File: src/rtl/cache_control.sv
// Control FSM for a direct-mapped write-back L1 cache: hit/miss decode, array strobes,
// write-back/line-fill sequencing on the physical memory port, saturating perf counters.
module cache_control #(
    parameter int unsigned PERF_W = 16
) (
    input  logic              clk,
    input  logic              rst_n,
    input  logic              mem_read,
    input  logic              mem_write,
    input  logic              hit,
    input  logic              dirty,
    input  logic              pmem_resp,
    output logic              mem_resp,
    output logic              pmem_read,
    output logic              pmem_write,
    output logic              data_write,
    output logic              tag_write,
    output logic              valid_write,
    output logic              dirty_write,
    output logic              dirty_in,
    output logic              datain_sel,
    output logic              pmem_addr_sel,
    output logic [PERF_W-1:0] hit_count,
    output logic [PERF_W-1:0] miss_count
);

    typedef enum logic [1:0] {
        S_CHECK = 2'd0,
        S_WB    = 2'd1,
        S_ALLOC = 2'd2
    } state_e;

    state_e            state_q, state_d;
    logic [PERF_W-1:0] hit_count_q, hit_count_d;
    logic [PERF_W-1:0] miss_count_q, miss_count_d;

    logic req;
    logic mem_resp_c, pmem_read_c, pmem_write_c, data_write_c, tag_write_c;
    logic valid_write_c, dirty_write_c, dirty_in_c, datain_sel_c, pmem_addr_sel_c;

    assign req = mem_read | mem_write;

    always_comb begin
        state_d         = state_q;
        hit_count_d     = hit_count_q;
        miss_count_d    = miss_count_q;
        mem_resp_c      = 1'b0;
        pmem_read_c     = 1'b0;
        pmem_write_c    = 1'b0;
        data_write_c    = 1'b0;
        tag_write_c     = 1'b0;
        valid_write_c   = 1'b0;
        dirty_write_c   = 1'b0;
        dirty_in_c      = 1'b0;
        datain_sel_c    = 1'b0;
        pmem_addr_sel_c = 1'b0;
        unique case (state_q)
            S_CHECK: begin
                if (req && hit) begin
                    mem_resp_c = 1'b1;
                    if (hit_count_q != '1) hit_count_d = hit_count_q + 1'b1;
                    // A simultaneous read+write is serviced as a write.
                    if (mem_write) begin
                        data_write_c  = 1'b1;
                        dirty_write_c = 1'b1;
                        dirty_in_c    = 1'b1;
                    end
                end else if (req) begin
                    if (miss_count_q != '1) miss_count_d = miss_count_q + 1'b1;
                    state_d = dirty ? S_WB : S_ALLOC;
                end
            end
            S_WB: begin
                pmem_write_c    = 1'b1;
                pmem_addr_sel_c = 1'b1;
                if (pmem_resp) state_d = S_ALLOC;
            end
            S_ALLOC: begin
                pmem_read_c = 1'b1;
                if (pmem_resp) begin
                    data_write_c  = 1'b1;
                    tag_write_c   = 1'b1;
                    valid_write_c = 1'b1;
                    dirty_write_c = 1'b1;
                    datain_sel_c  = 1'b1;
                    state_d       = S_CHECK;
                end
            end
            default: state_d = S_CHECK;
        endcase
    end

    always_ff @(posedge clk or negedge rst_n) begin
        if (!rst_n) begin
            state_q      <= S_CHECK;
            hit_count_q  <= '0;
            miss_count_q <= '0;
        end else begin
            state_q      <= state_d;
            hit_count_q  <= hit_count_d;
            miss_count_q <= miss_count_d;
        end
    end

    // Outputs are gated by rst_n so that no strobe or request escapes while reset is held,
    // even when CPU inputs would otherwise produce a same-cycle response.
    assign mem_resp      = mem_resp_c      & rst_n;
    assign pmem_read     = pmem_read_c     & rst_n;
    assign pmem_write    = pmem_write_c    & rst_n;
    assign data_write    = data_write_c    & rst_n;
    assign tag_write     = tag_write_c     & rst_n;
    assign valid_write   = valid_write_c   & rst_n;
    assign dirty_write   = dirty_write_c   & rst_n;
    assign dirty_in      = dirty_in_c      & rst_n;
    assign datain_sel    = datain_sel_c    & rst_n;
    assign pmem_addr_sel = pmem_addr_sel_c & rst_n;
    assign hit_count     = hit_count_q;
    assign miss_count    = miss_count_q;

endmodule

File: config.mk
export PLATFORM = sky130hd
export DESIGN_NAME = cache_control
export DESIGN_NICKNAME = d
export VERILOG_FILES = /design/src/rtl/cache_control.sv
export SDC_FILE = /design/constraint.sdc
export NUM_CORES = 1
export LEC_CHECK = 0
export CORE_AREA = 2 2 68 70
export DETAILED_ROUTE_END_ITERATION = 8
export DIE_AREA = 0 0 70 72
export PLACE_DENSITY = 0.72
export REMOVE_ABC_BUFFERS = 1
export SETUP_SLACK_MARGIN = 0.5
export SLEW_MARGIN = 20
export SYNTH_ARGS = -nofsm -noshare
export SYNTH_HDL_FRONTEND = slang
export SYNTH_SLANG_ARGS = --single-unit
File: constraint.sdc
create_clock -name clk -period 1.7 [get_ports clk]
set_input_delay 0.34 -clock clk [delete_from_list [all_inputs] [get_ports clk]]
set_output_delay 0.34 -clock clk [all_outputs]
set_load 0.005 [all_outputs]
# After elaboration in Yosys (flattened, before gate mapping)
# Index checks and enable logic that the tools add are counted.
# classes
addsub,2
eq_ne,8
muxes,16
bitwise,8
n_reduce_logical,5
# op_table
op,count
"adder 16 x 1 -> 16 bit, second input constant",2
"inequality test 16 bit, second input constant",2
two-way mux 2 bit,5
two-way mux 1 bit,9
"inequality test 2 bit, second input constant",4
AND reduction 4 bit,2
bitwise AND 1 bit,6
case mux 2 bit (3 select lines),1
AND reduction 3 bit,1
"== test 2 x 1 -> 1 bit, second input constant",1
"== test 2 bit, second input constant",1
zero test 2 bit,1
case mux 1 bit (2 select lines),1
logical AND 1 bit,1
inverter 1 bit,1
bitwise OR 1 bit,1
# word_totals
register_bits,34
output_inout_bits,42
elab_cells,42

# Logic depth before layout (Yosys ltp)
# Gate-level depths: netlist of run 1.
# depth
depth_word,5
mapped_depth,5
ltp_nobuf,5

# Least setup slack after synthesis of run 1
# Ideal clock, no wire load.
# synth_path
kind,reg2reg
startpoint,"register miss_count_q[0], in the netlist miss_count[0]"
endpoint,"register miss_count_q[14], in the netlist miss_count[14]"
t_arrival_ps,1682
required_ps,1621
setup_slack_ps,-61
stages_incl_launch_ff,6
path_buffers,0
synth_period_minus_slack_ps,1761
path_cell_list,dfrtp_1 > ha_1 > nand3_1 > or4_4 > nor4b_2 > xor2_1
# synth_between
elab_chain_cells,2
word_cells_on_any_way,3
# synth_lines
item,line,text
from (decl),35,"logic [PERF_W-1:0] miss_count_q, miss_count_d;"
from (signal assigned),101,miss_count_q <= miss_count_d;
branches (longest 2 deep; another with adder 16 x 1 -> 16 bit),--,
# Several ways; the timed one is not identified.
# A chain may end at the register's enable or synchronous reset.

# Worst setup path after layout of run 1
# layout_path
startpoint,register state_q[1]
endpoint,"register hit_count_q[14], in the netlist hit_count[14]"
# layout_between
elab_chain_cells,2
# layout_lines
item,line,text
from (decl),33,"state_e state_q, state_d;"
from (signal assigned),99,state_q <= state_d;
zero test 2 bit,57,unique case (state_q)
AND reduction 3 bit (no source line),--,
to (signal assigned),100,hit_count_q <= hit_count_d;
to (decl),34,"logic [PERF_W-1:0] hit_count_q, hit_count_d;"
# Every way passes these cells.

==> key figures, run 1 <==
Global routing
  – Wire length of the first global-routing pass: 11,700 um
  – All-Layer GR Usage: 30.3%
  – Via count of the first global-routing pass: 2,278
  – Initial antenna violation count: 0
  – Largest net degree at the start of global routing: 22
  – Remaining global-route overflow: 0

Finish
  – Layout cell share with drive strength beyond 1: 69.8%
  – Seq. cell area: 857 um2
  – Fill cell total of the finished layout: 108
  – Diode count: 0
  – Fin nets: 349
  – Synth-to-Final Area Change: 129%
  – Multi-input gate area in the final layout: 0.00135 mm2

Place
  – Weighted congestion reported at the end of routability-driven placement: 0.804
  – Worst slack at placement: -0.521 ns
  – Buffers on Ports: 48
  – DP Wirelength: 3310 um

Route
  – DRC viols: 0
  – Wire length reported by the detailed router: 9740 um
  – Detailed Routing Iterations Pass 1: 5
  – Detail-routed net length per standard cell: 24.8 um
  – Detailed-route via count: 2,425
  – Routed Antenna Nets: 0
  – Number of vias per cell: 6.17
  – Starting DRC count in detailed routing: 269

Floorplanning
  – Ports placed on the boundary: 49
  – Core area: 0.00426 mm2
  – Area of the die: 0.00504 mm2
  – Floorplan die width: 70 um
  – Number of rows in the core area: 24
  – Initial standard-cell utilization of the core: 41.4%
  – Die Ht: 72 um

Timing
  – Max-slew violation count: 0
  – Crit path time final: 2.06 ns
  – Worst-case setup margin in the final layout: -0.358 ns
  – RSZ-0062 raised after global routing: yes
  – Final worst-path cycle share: 121%
  – Setup violation total in the final timing report: 39
  – Fin Setup TNS: -5.19 ns
  – Worst clock skew: 0.00558 ns
  – Slew margin rel.: 72.1%
  – Transition time at the pin with the least slew margin: 0.418 ns
  – Number of hold violations in the final report: 0
  – Max Clock Freq: 486 MHz

Yosys
  – Syn Inst Count: 166
  – Synth Register Bits: 34
  – Part of the Yosys area used for sequential elements: 48.2%
  – Average cell area after synthesis: 10.6 um2
  – Number of warnings issued by yosys: 0
  – Area of the mapped netlist: 0.00176 mm2
  – Distinct cell type count of the synthesized netlist: 34

Clock network
  – Clock Pin Slew Worst Setup and Hold Paths: 0.08 ns
  – Number of CTS-inserted buffers: 5
  – TritonCTS sink count: 34
  – CTS tree: built
  – Clock insertion delay at the later pin of the skew report: 0.31 ns
  – Clock root cell: clkbuf_8
  – H-tree Lvls: 2
  – Number of hold buffers added after CTS: 0
  – Clock tree buffer depth: 2

Worst setup path
  – Top fanout value on the critical path: 4
  – Number of buffer and inverter instances along the worst setup path: 4
  – Worst-path cell chain: nor3b_2, buf_4, buf_6, buf_6, nand4_1, buf_4, nor4_4, mux2_4
  – Data required, critical path: 1.90 ns
  – Worst setup path category: flop to flop
  – Critical path startpoint category: flop
  – Worst path arrival time: 2.25 ns
  – Cell with the biggest individual delay on the critical path: dfrtp_2
  – Largest stage delay, worst path: 0.46 ns
  – CP endpoint kind: flop
  – Dominant delay contributor by cell family on the critical path: simple AND/OR/NAND/NOR gates

Status
  – Violations in the final reports: setup timing
  – Run status: complete, but fails checks

Power
  – Static leakage: 0.00197 uW
  – PD cells: 1160 mW/mm2
  – Power share of the combinational group: 54.9%
  – Internal portion of total power: 3060 uW
  – Clock power share: 20.3%
  – Sequential fraction of design power: 24.9%
  – Worst VDD drop: 0.00123 V
  – Sum of internal, switching and leakage power: 4690 uW
  – Switching Share: 34.7%
  – Net load switching power: 1630 uW

Run
  – Number of max-cap violations: 0

Worst hold path
  – Path category of the worst min-delay check: input port to async pin
==> cell families (layout without fill, tap and decap cells) <==
group | count (synthesis) | after routing | synth area share [%]
AND/OR/NAND/NOR | 87 | 87 | 29.4
flip-flops | 34 | 34 | 48.2
XOR/XNOR | 26 | 26 | 12.9
AO/OA/AOI/OAI | 8 | 8 | 3.55
buffers and inverters | 5 | 180 | 1.91
multiplexers | 4 | 4 | 2.55
adder cells (fa/ha/maj) | 2 | 2 | 1.42
==> metrics by stage <==
stage / cell area (um2) / instances / hold WS, ns / util [%]
after floorplan: 1730 / 162 / 0.0444 / -
after global placement: 2620 / 307 / 0.491 / 61.4
after detailed placement: 2620 / 307 / 0.507 / 61.4
after CTS: 3710 / 375 / 0.103 / 86.9
after global routing: 4040 / 393 / 0.124 / 94.6
final: 4040 / 393 / 0.141 / 94.6
==> flip-flops by register name, indices dropped and copies added, names as in the netlist <==
signal      flops
state_q         2
hit_count      16
miss_count     16
==> synth_stat cells, drive strengths merged <==
library cell	n	area share, %
xnor2	1	0.50
nand3	9	2.6
buf	4	1.7
nand3b	1	0.43
mux2	4	2.6
a21oi	2	0.57
xor2	25	12
and2	2	0.71
nor2	10	2.1
dfrtp	34	48
nor3	12	3.4
o21ba	1	0.57
or2	3	1.2
nand2b	2	0.71
nand4	11	3.9
ha	2	1.4
or4	2	1.3
nor4b	3	1.8
and4	1	0.50
nor3b	4	2.0
nand4b	1	0.50
inv	1	0.21
a31oi	1	0.35
nor4	9	3.9
and3	3	1.1
o21bai	2	0.85
o32a	1	0.57
and3b	1	0.57
nand2	13	2.8
o311a	1	0.64
==> what timing repair did <==
item / 4_1_cts / 5_1_grt
pin swaps: 32 / 31
resized for setup: 305 / 41
setup endpoints to repair: 76 / 73
buffers inserted: 60 / 18
==> routing by layer <==
metal | up-vias | track usage (%) | share of wire [%]
li1 | 958 | - | -
met3 | 62 | 4.72 | 8.8
met1 | 1192 | 37.5 | 36
met2 | 213 | 53.0 | 50
met4 | 0 | 13.2 | 5.2
met5 | - | 0 | 0
==> power groups by stage <==
stage / Sequential, uW / Combinational (uW) / Clock [uW]
floorplan: 1190 / 350 / 0
global placement: 1120 / 1150 / 0
detailed placement: 1130 / 1170 / 0
CTS: 1120 / 2020 / 922
global route: 1180 / 2680 / 974
finish: 1160 / 2570 / 949
==> path summary, 6_finish.rpt <==
path / startpoint / to / slack, ns / cells past startpoint
min in group clk: hit_count[15]$_DFFE_PN0P_ / hit_count[15]$_DFFE_PN0P_ / 0.56 / 1
worst min register to register: hit_count[15]$_DFFE_PN0P_ / hit_count[15]$_DFFE_PN0P_ / 0.56 / 1
worst max register to register: state_q[1]$_DFFE_PN0P_ / hit_count[14]$_DFFE_PN0P_ / -0.36 / 8
worst max-delay path: state_q[1]$_DFFE_PN0P_ / hit_count[14]$_DFFE_PN0P_ / -0.36 / 8
max in group asynchronous: rst_n / miss_count[13]$_DFFE_PN0P_ / 1.03 / 3
worst min-delay path: rst_n / miss_count[1]$_DFFE_PN0P_ / 0.14 / 2
==> area by class of cell <==
class | instances | share of cell area, %
well taps | 52 | 1.61
flip-flops and latches | 34 | 21.2
clock inverters | 3 | 1.71
inverters | 1 | 0.0930
multi-input cells | 127 | 33.5
clock buffers | 5 | 1.71
repair buffers | 171 | 40.2
==> cells in the final DEF (no fill, tap or decap), types with 2 or more instances in the layout <==
master	netlist	layout
nor4b_4	0	3
or4_4	2	2
nand3_1	9	6
o21bai_2	0	2
and3_1	3	2
nor4_4	0	9
nor3b_2	1	3
clkdlybuf4s50_1	0	2
nand4_1	11	11
bufinv_16	0	2
nand2b_1	2	2
nand3_4	0	2
xor2_2	0	2
clkbuf_8	0	5
buf_2	0	8
dfrtp_2	0	5
nor3_1	12	2
dlygate4sd2_1	0	5
nand2_4	0	2
nor2_1	10	4
mux2_4	0	4
nand2_1	13	9
buf_4	4	66
nand2_2	0	2
nor3_4	0	10
nor2_4	0	6
a21oi_2	0	2
dfrtp_1	34	29
xor2_1	25	23
buf_6	0	88
or2_4	1	2
No activity file was read; power rests on OpenSTA's default activity.
==> run 2, diff against run 1 <==
Settings changed: MAX_ROUTING_LAYER set to met4.
==> run 2 against run 1 <==
  * The run still ends with setup timing left
  * Sequential share of layout area about the same
  * Non-clock buffer count increased by 1
  * Highest routed layer unchanged
  * Clock power barely moved
  * Hold slack got worse by 0.034 ns
==> key figures, run 2 (same netlist as run 1, synthesis figures left out) <==
Clock network
  – Number of CTS-inserted buffers: 5 (unchanged)
  – H-tree Lvls: 2 (unchanged)
  – TritonCTS sink count: 34 (unchanged)
  – Clock root cell: clkbuf_8 (unchanged)
  – Clock insertion delay at the later pin of the skew report: 0.31 ns (about the same)
  – Clock Pin Slew Worst Setup and Hold Paths: 0.08 ns (about the same)
  – CTS tree: built (unchanged)
  – Clock tree buffer depth: 2 (unchanged)

Timing
  – RSZ-0062 raised after global routing: yes (unchanged)
  – Worst-case setup margin in the final layout: -0.434 ns (was -0.358 ns)
  – Crit path time final: 2.13 ns (was 2.06 ns)
  – Number of hold violations in the final report: 0 (unchanged)
  – Max Clock Freq: 469 MHz (was 486 MHz)
  – Setup violation total in the final timing report: 36 (was 39)
  – Max-slew violation count: 0 (unchanged)
  – Final worst-path cycle share: 126% (was 121%)
  – Transition time at the pin with the least slew margin: 0.483 ns (was 0.418 ns)
  – Worst clock skew: 0.00686 ns (was 0.00558 ns)
  – Slew margin rel.: 67.7% (was 72.1%)

Place
  – DP Wirelength: 3310 um (unchanged)
  – Instance count after placement with tap cells included: 307 (unchanged)
  – Weighted congestion reported at the end of routability-driven placement: 0.816 (was 0.804)
  – Buffers on Ports: 48 (unchanged)

Finish
  – Most frequent cells in the layout: buf_6 (88), buf_4 (67), dfrtp_1 (29) (was buf_6 (88), buf_4 (66), dfrtp_1 (29))
  – Commonest non-fill, non-tap cell in the layout: buf_6 (unchanged)
  – Diode count: 0 (unchanged)
  – Fill cell total of the finished layout: 113 (was 108)
  – Layout cell share with drive strength beyond 1: 69.9% (was 69.8%)
  – Synth-to-Final Area Change: 129% (about the same)
  – Final cell utilization of the core: 94.8% (was 94.6%)
  – Fin nets: 350 (was 349)
  – Final standard cell count with taps included and fillers excluded: 394 (was 393)

Floorplanning
  – Floorplan die width: 70 um (unchanged)
  – Ports placed on the boundary: 49 (unchanged)
  – Core area: 0.00426 mm2 (unchanged)
  – Area of the die: 0.00504 mm2 (unchanged)
  – Die Ht: 72 um (unchanged)
  – Number of rows in the core area: 24 (unchanged)
  – Initial standard-cell utilization of the core: 41.4% (unchanged)

Worst setup path
  – Dominant delay contributor by cell family on the critical path: simple AND/OR/NAND/NOR gates (unchanged)
  – Data required, critical path: 1.91 ns (was 1.90 ns)
  – Largest stage delay, worst path: 0.47 ns (was 0.46 ns)
  – Critical path startpoint category: flop (unchanged)
  – Worst setup path category: flop to flop (unchanged)
  – Top fanout value on the critical path: 6 (was 4)
  – Number of buffer and inverter instances along the worst setup path: 4 (unchanged)
  – CP endpoint kind: flop (unchanged)
  – Cell with the biggest individual delay on the critical path: dfrtp_2 (unchanged)
  – Worst path arrival time: 2.34 ns (was 2.25 ns)
  – Most frequent cell on the critical path: buf_6
  – Worst-path cell chain: nor3b_2, buf_4, buf_6, buf_6, nand4_1, buf_6, nor4_4, xor2_1 (was nor3b_2, buf_4, buf_6, buf_6, nand4_1, buf_4, nor4_4, mux2_4)

Global routing
  – Most congested layer reported by global routing: met2 (unchanged)
  – Global routing usage on met1: 37.8% (was 37.5%)
  – Fraction of met2 tracks used by global routing: 52.7% (was 53.0%)
  – All-Layer GR Usage: 31.3% (was 30.3%)
  – Largest net degree at the start of global routing: 22 (unchanged)
  – Wire length of the first global-routing pass: 11,700 um (unchanged)
  – Met3 demand-to-capacity share in global routing: 4.72% (unchanged)
  – Via count of the first global-routing pass: 2,277 (was 2,278)
  – Initial antenna violation count: 0 (unchanged)
  – Remaining global-route overflow: 0 (unchanged)

Worst hold path
  – Path category of the worst min-delay check: input port to async pin (unchanged)

Status
  – Violations in the final reports: setup timing (unchanged)
  – Run status: complete, but fails checks (unchanged)

Route
  – Starting DRC count in detailed routing: 246 (was 269)
  – DRC viols: 0 (unchanged)
  – Detail-routed net length per standard cell: 25.9 um (was 24.8 um)
  – Detailed-route via count: 2,443 (was 2,425)
  – Detailed Routing Iterations Pass 1: 5 (unchanged)
  – Wire length reported by the detailed router: 10,200 um (was 9740 um)
  – Routed Antenna Nets: 0 (unchanged)
  – Number of vias per cell: 6.20 (was 6.17)

Run
  – Number of max-cap violations: 0 (unchanged)

Power
  – Worst VDD drop: 0.00113 V (was 0.00123 V)
  – PD cells: 1170 mW/mm2 (was 1160 mW/mm2)
  – Static leakage: 0.00198 uW (was 0.00197 uW)
[run 2: cell types whose count changed in the layout (fill, tap and decap cells not counted), sizes merged]
cell	before	now
buf	163	164
[run 2: power by group]
group          total (uW)  switching [uW]  internal [uW]
Clock                 948             360            588
Combinational        2600            1080           1520
Sequential           1160             189            973
[run 2: layer usage]
layer	wire [um]	part of all wire, %
met5	0	0
met4	675	6.6
met3	863	8.5
met2	5040	49
met1	3610	35
[run 2: timing repair]
action / 4_1_cts / 5_1_grt
resized for setup: 305 / 41
pin swaps: 32 / 31
buffers inserted: 60 / 19
hold buffers: 0 / 0
endpoints found under the setup margin: 76 / 73
[run 2: layout make-up]
cell class / instances / area, um2 / area share [%]
sequential: 34 / 857 / 21.2
inverter: 1 / 3.75 / 0.0929
timing repair buffer: 172 / 1630 / 40.3
multi-input combinational: 127 / 1350 / 33.4
clock inverter: 3 / 68.8 / 1.70
clock buffer: 5 / 68.8 / 1.70
tap: 52 / 65.1 / 1.61
[run 2: stage by stage]
step | TNS, ns | hold WS (ns) | setup slack, ns | instance area, um2 | power (uW)
CTS | -0.745 | 0.103 | -0.114 | 3710 | 4070
global placement | -11.50 | 0.491 | -0.530 | 2620 | 2280
global route | -6.08 | 0.130 | -0.438 | 4040 | 4820
detailed placement | -12.02 | 0.507 | -0.521 | 2620 | 2310
finish | -5.13 | 0.106 | -0.434 | 4040 | 4710
floorplan | -0.267 | 0.0444 | -0.0615 | 1730 | 1540
[run 2: worst register-to-register path: stages, from the launching register on]
cell and delay [ns]:
dfrtp_2 0.47, nor3b_2 0.23, buf_4 0.14, buf_6 0.09, buf_6 0.10, nand4_1 0.15, buf_6 0.20, nor4_4 0.38
xor2_1 0.28
[run 2: worst paths after layout]
| check | from | endpoint | slack (ns) | cells after the start |
|---|---|---|---|---|
| worst max-delay path | state_q[1]$_DFFE_PN0P_ | hit_count[15]$_DFFE_PN0P_ | -0.43 | 8 |
| worst min register to register | miss_count[14]$_DFFE_PN0P_ | miss_count[14]$_DFFE_PN0P_ | 0.62 | 2 |
| worst max register to register | state_q[1]$_DFFE_PN0P_ | hit_count[15]$_DFFE_PN0P_ | -0.43 | 8 |
| min in group clk | miss_count[14]$_DFFE_PN0P_ | miss_count[14]$_DFFE_PN0P_ | 0.62 | 2 |
| max in group asynchronous | rst_n | miss_count[13]$_DFFE_PN0P_ | 1.07 | 3 |
| worst min-delay path | rst_n | miss_count[0]$_DFFE_PN0P_ | 0.11 | 2 |
==> run 3, diff against run 2 <==
--- a/config.mk
+++ b/config.mk
@@ -6,4 +6,5 @@
 export NUM_CORES = 1
 export LEC_CHECK = 0
+export CAP_MARGIN = 20
 export CORE_AREA = 2 2 68 70
 export DETAILED_ROUTE_END_ITERATION = 8
==> constraint.sdc (replaced) <==
create_clock -name clk -period 1.7 [get_ports clk]
set_input_delay 0.34 -clock clk [delete_from_list [all_inputs] [get_ports clk]]
set_output_delay 0.34 -clock clk [all_outputs]
set_load 0.02 [all_outputs]
==> run 3 against run 2 <==
  * The flow still finishes with violations (setup timing)
  * Hold slack improved by 0.088 ns
  * Die area did not move
  * Global-route usage shrank 3.1 points
  * First-iteration DRC count up 4.1%
  * Register-to-register slack better by 0.25 ns
  * Combinational power decreased by 2%
  * Critical path depth decreased by 1
  * Fmax rose by 13%
  * Clock skew increased by 0.0039 ns
  * Setup slack better by 0.25 ns
  * Core utilization shrank 6.4 points
  * Sequential power about the same
  * Largest cell class unchanged
  * Largest power group unchanged
  * Highest routed layer unchanged
==> key figures, run 3 (same netlist as run 1, synthesis figures left out) <==
Route
  – Routed Antenna Nets: 0 (unchanged)
  – Wire length reported by the detailed router: 8320 um (was 10,200 um)
  – DRC viols: 0 (unchanged)
  – Detail-routed net length per standard cell: 22.7 um (was 25.9 um)
  – Starting DRC count in detailed routing: 256 (was 246)
  – Detailed Routing Iterations Pass 1: 4 (was 5)
  – Detailed-route via count: 2,152 (was 2,443)
  – Number of vias per cell: 5.86 (was 6.20)

Worst setup path
  – Largest stage delay, worst path: 0.44 ns (was 0.47 ns)
  – Worst-path cell chain: nor3b_2, buf_4, nand4_1, buf_6, buf_6, nor4_4, xor2_1 (was nor3b_2, buf_4, buf_6, buf_6, nand4_1, buf_6, nor4_4, xor2_1)
  – Crit Reg-Reg Endpoint: hit_count[13]$_DFFE_PN0P_ (was hit_count[15]$_DFFE_PN0P_)
  – Most frequent cell on the critical path: buf_6 (unchanged)
  – R2R cell count: 7 (was 8)
  – CP endpoint kind: flop (unchanged)
  – Worst reg2reg setup slack: -0.19 ns (was -0.43 ns)
  – Logic depth of the worst path, buffers included: 7 (was 8)
  – Dominant delay contributor by cell family on the critical path: simple AND/OR/NAND/NOR gates (unchanged)
  – Reg-to-reg startpoint: state_q[1]$_DFFE_PN0P_ (unchanged)
  – Worst setup path category: flop to flop (unchanged)
  – Critical Path Sink: hit_count[13]$_DFFE_PN0P_ (was hit_count[15]$_DFFE_PN0P_)
  – Critical path startpoint category: flop (unchanged)
  – Cell with the biggest individual delay on the critical path: dfrtp_1 (was dfrtp_2)
  – Top fanout value on the critical path: 4 (was 6)
  – Data required, critical path: 1.92 ns (was 1.91 ns)
  – Number of buffer and inverter instances along the worst setup path: 3 (was 4)
  – Worst Setup SP: state_q[1]$_DFFE_PN0P_ (unchanged)
  – Worst path arrival time: 2.10 ns (was 2.34 ns)

Timing
  – Worst clock skew: 0.0108 ns (was 0.00686 ns)
  – Fin Setup TNS: -2.36 ns (was -5.13 ns)
  – Worst-case setup margin in the final layout: -0.189 ns (was -0.434 ns)
  – RSZ-0062 raised after global routing: yes (unchanged)
  – Crit path time final: 1.89 ns (was 2.13 ns)
  – Max Clock Freq: 529 MHz (was 469 MHz)
  – Transition time at the pin with the least slew margin: 0.388 ns (was 0.483 ns)
  – Setup violation total in the final timing report: 26 (was 36)
  – Number of hold violations in the final report: 0 (unchanged)
  – Max-slew violation count: 0 (unchanged)
  – Slew margin rel.: 74.0% (was 67.7%)
  – Final worst-path cycle share: 111% (was 126%)

Clock network
  – Clock Pin Slew Worst Setup and Hold Paths: 0.07 ns (was 0.08 ns)
  – Clock tree buffer depth: 2 (unchanged)
  – H-tree Lvls: 2 (unchanged)
  – Number of CTS-inserted buffers: 5 (unchanged)
  – Clock insertion delay at the later pin of the skew report: 0.30 ns (was 0.31 ns)
  – CTS tree: built (unchanged)
  – TritonCTS sink count: 34 (unchanged)
  – Clock root cell: clkbuf_8 (unchanged)

Finish
  – Diode count: 0 (unchanged)
  – Final cell utilization of the core: 88.4% (was 94.8%)
  – Multi-input gate area in the final layout: 0.00129 mm2 (was 0.00135 mm2)
  – Most frequent cells in the layout: buf_6 (91), buf_4 (47), dfrtp_1 (30) (was buf_6 (88), buf_4 (67), dfrtp_1 (29))
  – Fin nets: 323 (was 350)
  – Final instance area: 0.00377 mm2 (was 0.00404 mm2)
  – Synth-to-Final Area Change: 114% (was 129%)
  – Commonest non-fill, non-tap cell in the layout: buf_6 (unchanged)
  – Seq. cell area: 856 um2 (was 857 um2)
  – Fill cell total of the finished layout: 177 (was 113)
  – Layout cell share with drive strength beyond 1: 65.7% (was 69.9%)
  – Final standard cell count with taps included and fillers excluded: 367 (was 394)

Floorplanning
  – Initial standard-cell utilization of the core: 41.4% (unchanged)
  – Number of rows in the core area: 24 (unchanged)
  – Area of the die: 0.00504 mm2 (unchanged)
  – Core area: 0.00426 mm2 (unchanged)
  – Floorplan die width: 70 um (unchanged)
  – Ports placed on the boundary: 49 (unchanged)
  – Die Ht: 72 um (unchanged)

Place
  – Instance count after placement with tap cells included: 307 (unchanged)
  – Placed cell area: 0.00262 mm2 (unchanged)
  – DP Wirelength: 3290 um (was 3310 um)
  – Buffers on Ports: 48 (unchanged)
  – Weighted congestion reported at the end of routability-driven placement: 0.795 (was 0.816)

Power
  – Power share of the combinational group: 56.9% (was 55.2%)
  – Clock power share: 17.0% (was 20.1%)
  – Net load switching power: 1720 uW (was 1630 uW)
  – Sequential fraction of design power: 26.2% (was 24.7%)
  – Worst VDD drop: 0.00119 V (was 0.00113 V)
  – PD cells: 1200 mW/mm2 (was 1170 mW/mm2)
  – Static leakage: 0.00179 uW (was 0.00198 uW)
  – Switching Share: 38.2% (was 34.7%)
  – Internal portion of total power: 2790 uW (was 3080 uW)

Worst hold path
  – Path category of the worst min-delay check: input port to async pin (unchanged)

Global routing
  – Largest net degree at the start of global routing: 20 (was 22)
  – All-Layer GR Usage: 28.2% (was 31.3%)
  – Wire length of the first global-routing pass: 10,500 um (was 11,700 um)
  – Remaining global-route overflow: 0 (unchanged)
  – Initial antenna violation count: 0 (unchanged)
  – Via count of the first global-routing pass: 2,019 (was 2,277)

Status
  – Run status: complete, but fails checks (unchanged)
  – Violations in the final reports: setup timing (unchanged)

Run
  – Number of max-cap violations: 0 (unchanged)
==> run 3: final cells by class <==
cell class | instances | area share, %
tap | 52 | 1.73
inverter | 1 | 0.0995
sequential | 34 | 22.7
clock buffer | 5 | 1.82
clock inverter | 3 | 1.06
multi-input combinational | 127 | 34.2
timing repair buffer | 145 | 38.4
==> run 3: what timing repair did <==
action	4_1_cts	5_1_grt
buffers inserted	25	27
setup endpoints to repair	76	75
resized for setup	362	23
endpoints found under the hold margin	0	0
hold buffers	0	0
pin swaps	39	19
==> run 3: power groups by stage <==
stage	Sequential (uW)	Combinational (uW)	Clock, uW
after global routing	1190	2650	805
after global placement	1110	1390	0
after floorplan	1340	394	0
after CTS	1130	2020	754
final	1180	2560	765
after detailed placement	1110	1410	0
==> run 3: worst min-delay path by stage <==
stage	startpoint	to	slack (ns)	depth (start not counted)
floorplan	rst_n	hit_count[0]$_DFFE_PN0P_	0.04	0
global placement	miss_count[15]$_DFFE_PN0P_	miss_count[15]$_DFFE_PN0P_	0.48	1
detailed placement	miss_count[15]$_DFFE_PN0P_	miss_count[15]$_DFFE_PN0P_	0.49	1
CTS	rst_n	state_q[1]$_DFFE_PN0P_	0.13	2
global route	rst_n	miss_count[3]$_DFFE_PN0P_	0.18	2
finish	rst_n	miss_count[3]$_DFFE_PN0P_	0.19	2
==> run 3: stage by stage <==
| step | total power [uW] | worst slack, ns | hold slack [ns] |
|---|---|---|---|
| after floorplan | 1740 | -0.245 | 0.0444 |
| after global placement | 2500 | -0.648 | 0.485 |
| final | 4510 | -0.189 | 0.194 |
| after detailed placement | 2520 | -0.638 | 0.488 |
| after CTS | 3910 | -0.0932 | 0.135 |
| after global routing | 4640 | -0.229 | 0.181 |
==> run 3: routing by layer <==
| layer | vias up | track usage [%] | part of all wire (%) |
|---|---|---|---|
| li1 | 907 | - | - |
| met2 | 130 | 45.2 | 48 |
| met4 | 0 | 15.6 | 4.7 |
| met1 | 1074 | 33.6 | 40 |
| met3 | 41 | 5.69 | 7.0 |
| met5 | - | - | 0 |
==> RTL change: new RTL, settings of run 3 <==
Set the parameter `PERF_W` to 14 (it was 16).
--- a/src/rtl/cache_control.sv
+++ b/src/rtl/cache_control.sv
@@ -1,7 +1,7 @@
 // Control FSM for a direct-mapped write-back L1 cache: hit/miss decode, array strobes,
 // write-back/line-fill sequencing on the physical memory port, saturating perf counters.
 module cache_control #(
-    parameter int unsigned PERF_W = 16
+    parameter int unsigned PERF_W = 14
 ) (
     input  logic              clk,
     input  logic              rst_n,
Ports: changed (resized hit_count and miss_count); port bits go from 49 to 45. The function was not compared with the original's and may differ.
==> RTL change against run 3 <==
- the flow still finishes with violations (setup timing)
- design area decreased by 11%
- power down 13%
- core utilization decreased by 9.9 points
- worst setup slack worse by 0.021 ns
- final cell count is 8.4% lower
- highest routed layer unchanged
- synthesized area down 9.9%
- sequential cell count is 4 lower
- via count decreased by 17%
- routed wire length is 24% lower
==> RTL change: results (changes against run 3) <==
stage	metric	value	unit	change
critical_path	CP Launch Point	state_q[1]		unchanged
place	Final GP Congestion	0.798		was 0.795
route	top sig layer	met4		unchanged
global_routing	grt met1 use	24.9	%	was 33.6%
status	failing checks	setup timing		unchanged
logic_synthesis	Async SR Flop Fraction	100	%	unchanged
power_and_ir_drop	Peak VDD IR	1060	uV	was 1190 uV
logic_synthesis	sequential share of the synthesized area	47.2	%	was 48.2%
logic_synthesis	Area contributors post-synth	dfrtp_1 47%, xnor2_1 7.2%, xor2_1 5.5%		was dfrtp_1 48%, xor2_1 12%, nand4_1 3.9%
place	Post-DP HPWL	2950	um	was 3290 um
timing	Setup Skew	0.0125	ns	was 0.0108 ns
route	Met3 Wirelength	276	um	was 578 um
global_routing	vias in the first global route	1747		was 2,019
power_and_ir_drop	Leak	1.53	nW	was 1.79 nW
logic_synthesis	Synth cell types	39		was 34
final_layout	nets@finish	292		was 323
critical_path	R2R depth	5		was 7
route	via count	1787		was 2,152
route	met1 wire length	2650	um	was 3330 um
global_routing	largest net degree at the start of global routing	20		unchanged
power_and_ir_drop	sw frac	36.9	%	was 38.2%
timing	Rel. slew slack	75.6	%	was 74.0%
logic_synthesis	Synth top area share	47.2	%	was 48.2%
place	# port buffers	44		was 48
clocking	H-tree Lvls	2		unchanged
final_layout	Ant. Diodes	0		unchanged
final_layout	layout cell share with drive strength beyond 1	66.2	%	was 65.7%
route	initial DRC count	87		was 256
global_routing	first-pass GRT wire length	8170	um	was 10,500 um
status	outcome	finished with violations		unchanged
timing	TNS Setup	-1.43	ns	was -2.36 ns
global_routing	GRT Util Overall	21.2	%	was 28.2%
timing	Final setup viols	14		was 26
critical_path	crit path max fanout	3		was 4
route	WL/cell	18.8	um	was 22.7 um
global_routing	M2 GR Usage	36.2	%	was 45.2%
global_routing	met3 usage in global routing	3.06	%	was 5.69%
critical_path	Critical-path top delay cell	or3b_4		was dfrtp_1
clocking	maximum root-to-sink buffer count	2		unchanged
timing	fin worst setup slack	-0.210	ns	was -0.189 ns
critical_path	CP endpoint	hit_count[13]		unchanged
final_layout	commonest non-fill, non-tap cell in the layout	buf_6		unchanged
clocking	CTS clk-pin slew, worst paths	0.07	ns	about the same
logic_synthesis	synth cell count leaders	30 x dfrtp_1, 16 x nand2_1, 13 x nand3_1, 13 x xnor2_1, 10 x xor2_1		was 34 x dfrtp_1, 25 x xor2_1, 13 x nand2_1
route	WL met2	3240	um	was 4020 um
==> RTL change: power by group through the flow <==
stage / Combinational [W] / Clock (W) / Sequential, W
final: 0.00223 / 0.000624 / 0.00105
after global routing: 0.00233 / 0.000660 / 0.00107
after CTS: 0.00179 / 0.000599 / 0.00101
after detailed placement: 0.00121 / 0 / 0.00103
after global placement: 0.00119 / 0 / 0.00102
after floorplan: 0.000380 / 0 / 0.00119
==> RTL change: through the flow <==
stage	std cells	hold slack (ns)	area (um2)	setup slack, ns	total power (W)
3_3_place_gp	279	0.482	2320	-0.746	0.00220
4_1_cts	312	0.135	2970	-0.135	0.00340
6_report	336	0.126	3350	-0.210	0.00391
2_1_floorplan	148	0.0444	1550	-0.292	0.00157
3_5_place_dp	279	0.494	2320	-0.762	0.00224
5_1_grt	336	0.124	3350	-0.259	0.00407
==> RTL change: worst max-delay path, delay by kind of cell (launching register included) <==
family | cells | cell delay [ns]
buffers and inverters | 1 | 0.14
DFF | 1 | 0.40
muxes | 1 | 0.32
and+or+nand+nor | 3 | 0.91
==> RTL change: cell type report <==
cell class                      instances  area, um2
Tap cell                               52       65.1
Clock inverter                          1       5.00
Multi-Input combinational cell        115       1130
Inverter                                3       11.3
Fill cell                             216        913
Sequential cell                        30        756
Clock buffer                            7       86.3
Timing Repair Buffer                  128       1290
==> RTL change: cell families after synthesis <==
kind of cell | count (synthesis) | share of synthesized area (%)
fa+ha+maj | 2 | 1.57
mux | 4 | 3.07
xor+xnor | 23 | 12.7
compound gates | 8 | 3.86
flops | 30 | 47.2
buf+inv | 8 | 3.31
simple gates | 78 | 28.3
==> RTL change: repair_timing <==
item / CTS / global route
resized for setup: 309 / 44
pin swaps: 40 / 29
setup endpoints to repair: 67 / 66
setup buffers: 25 / 24
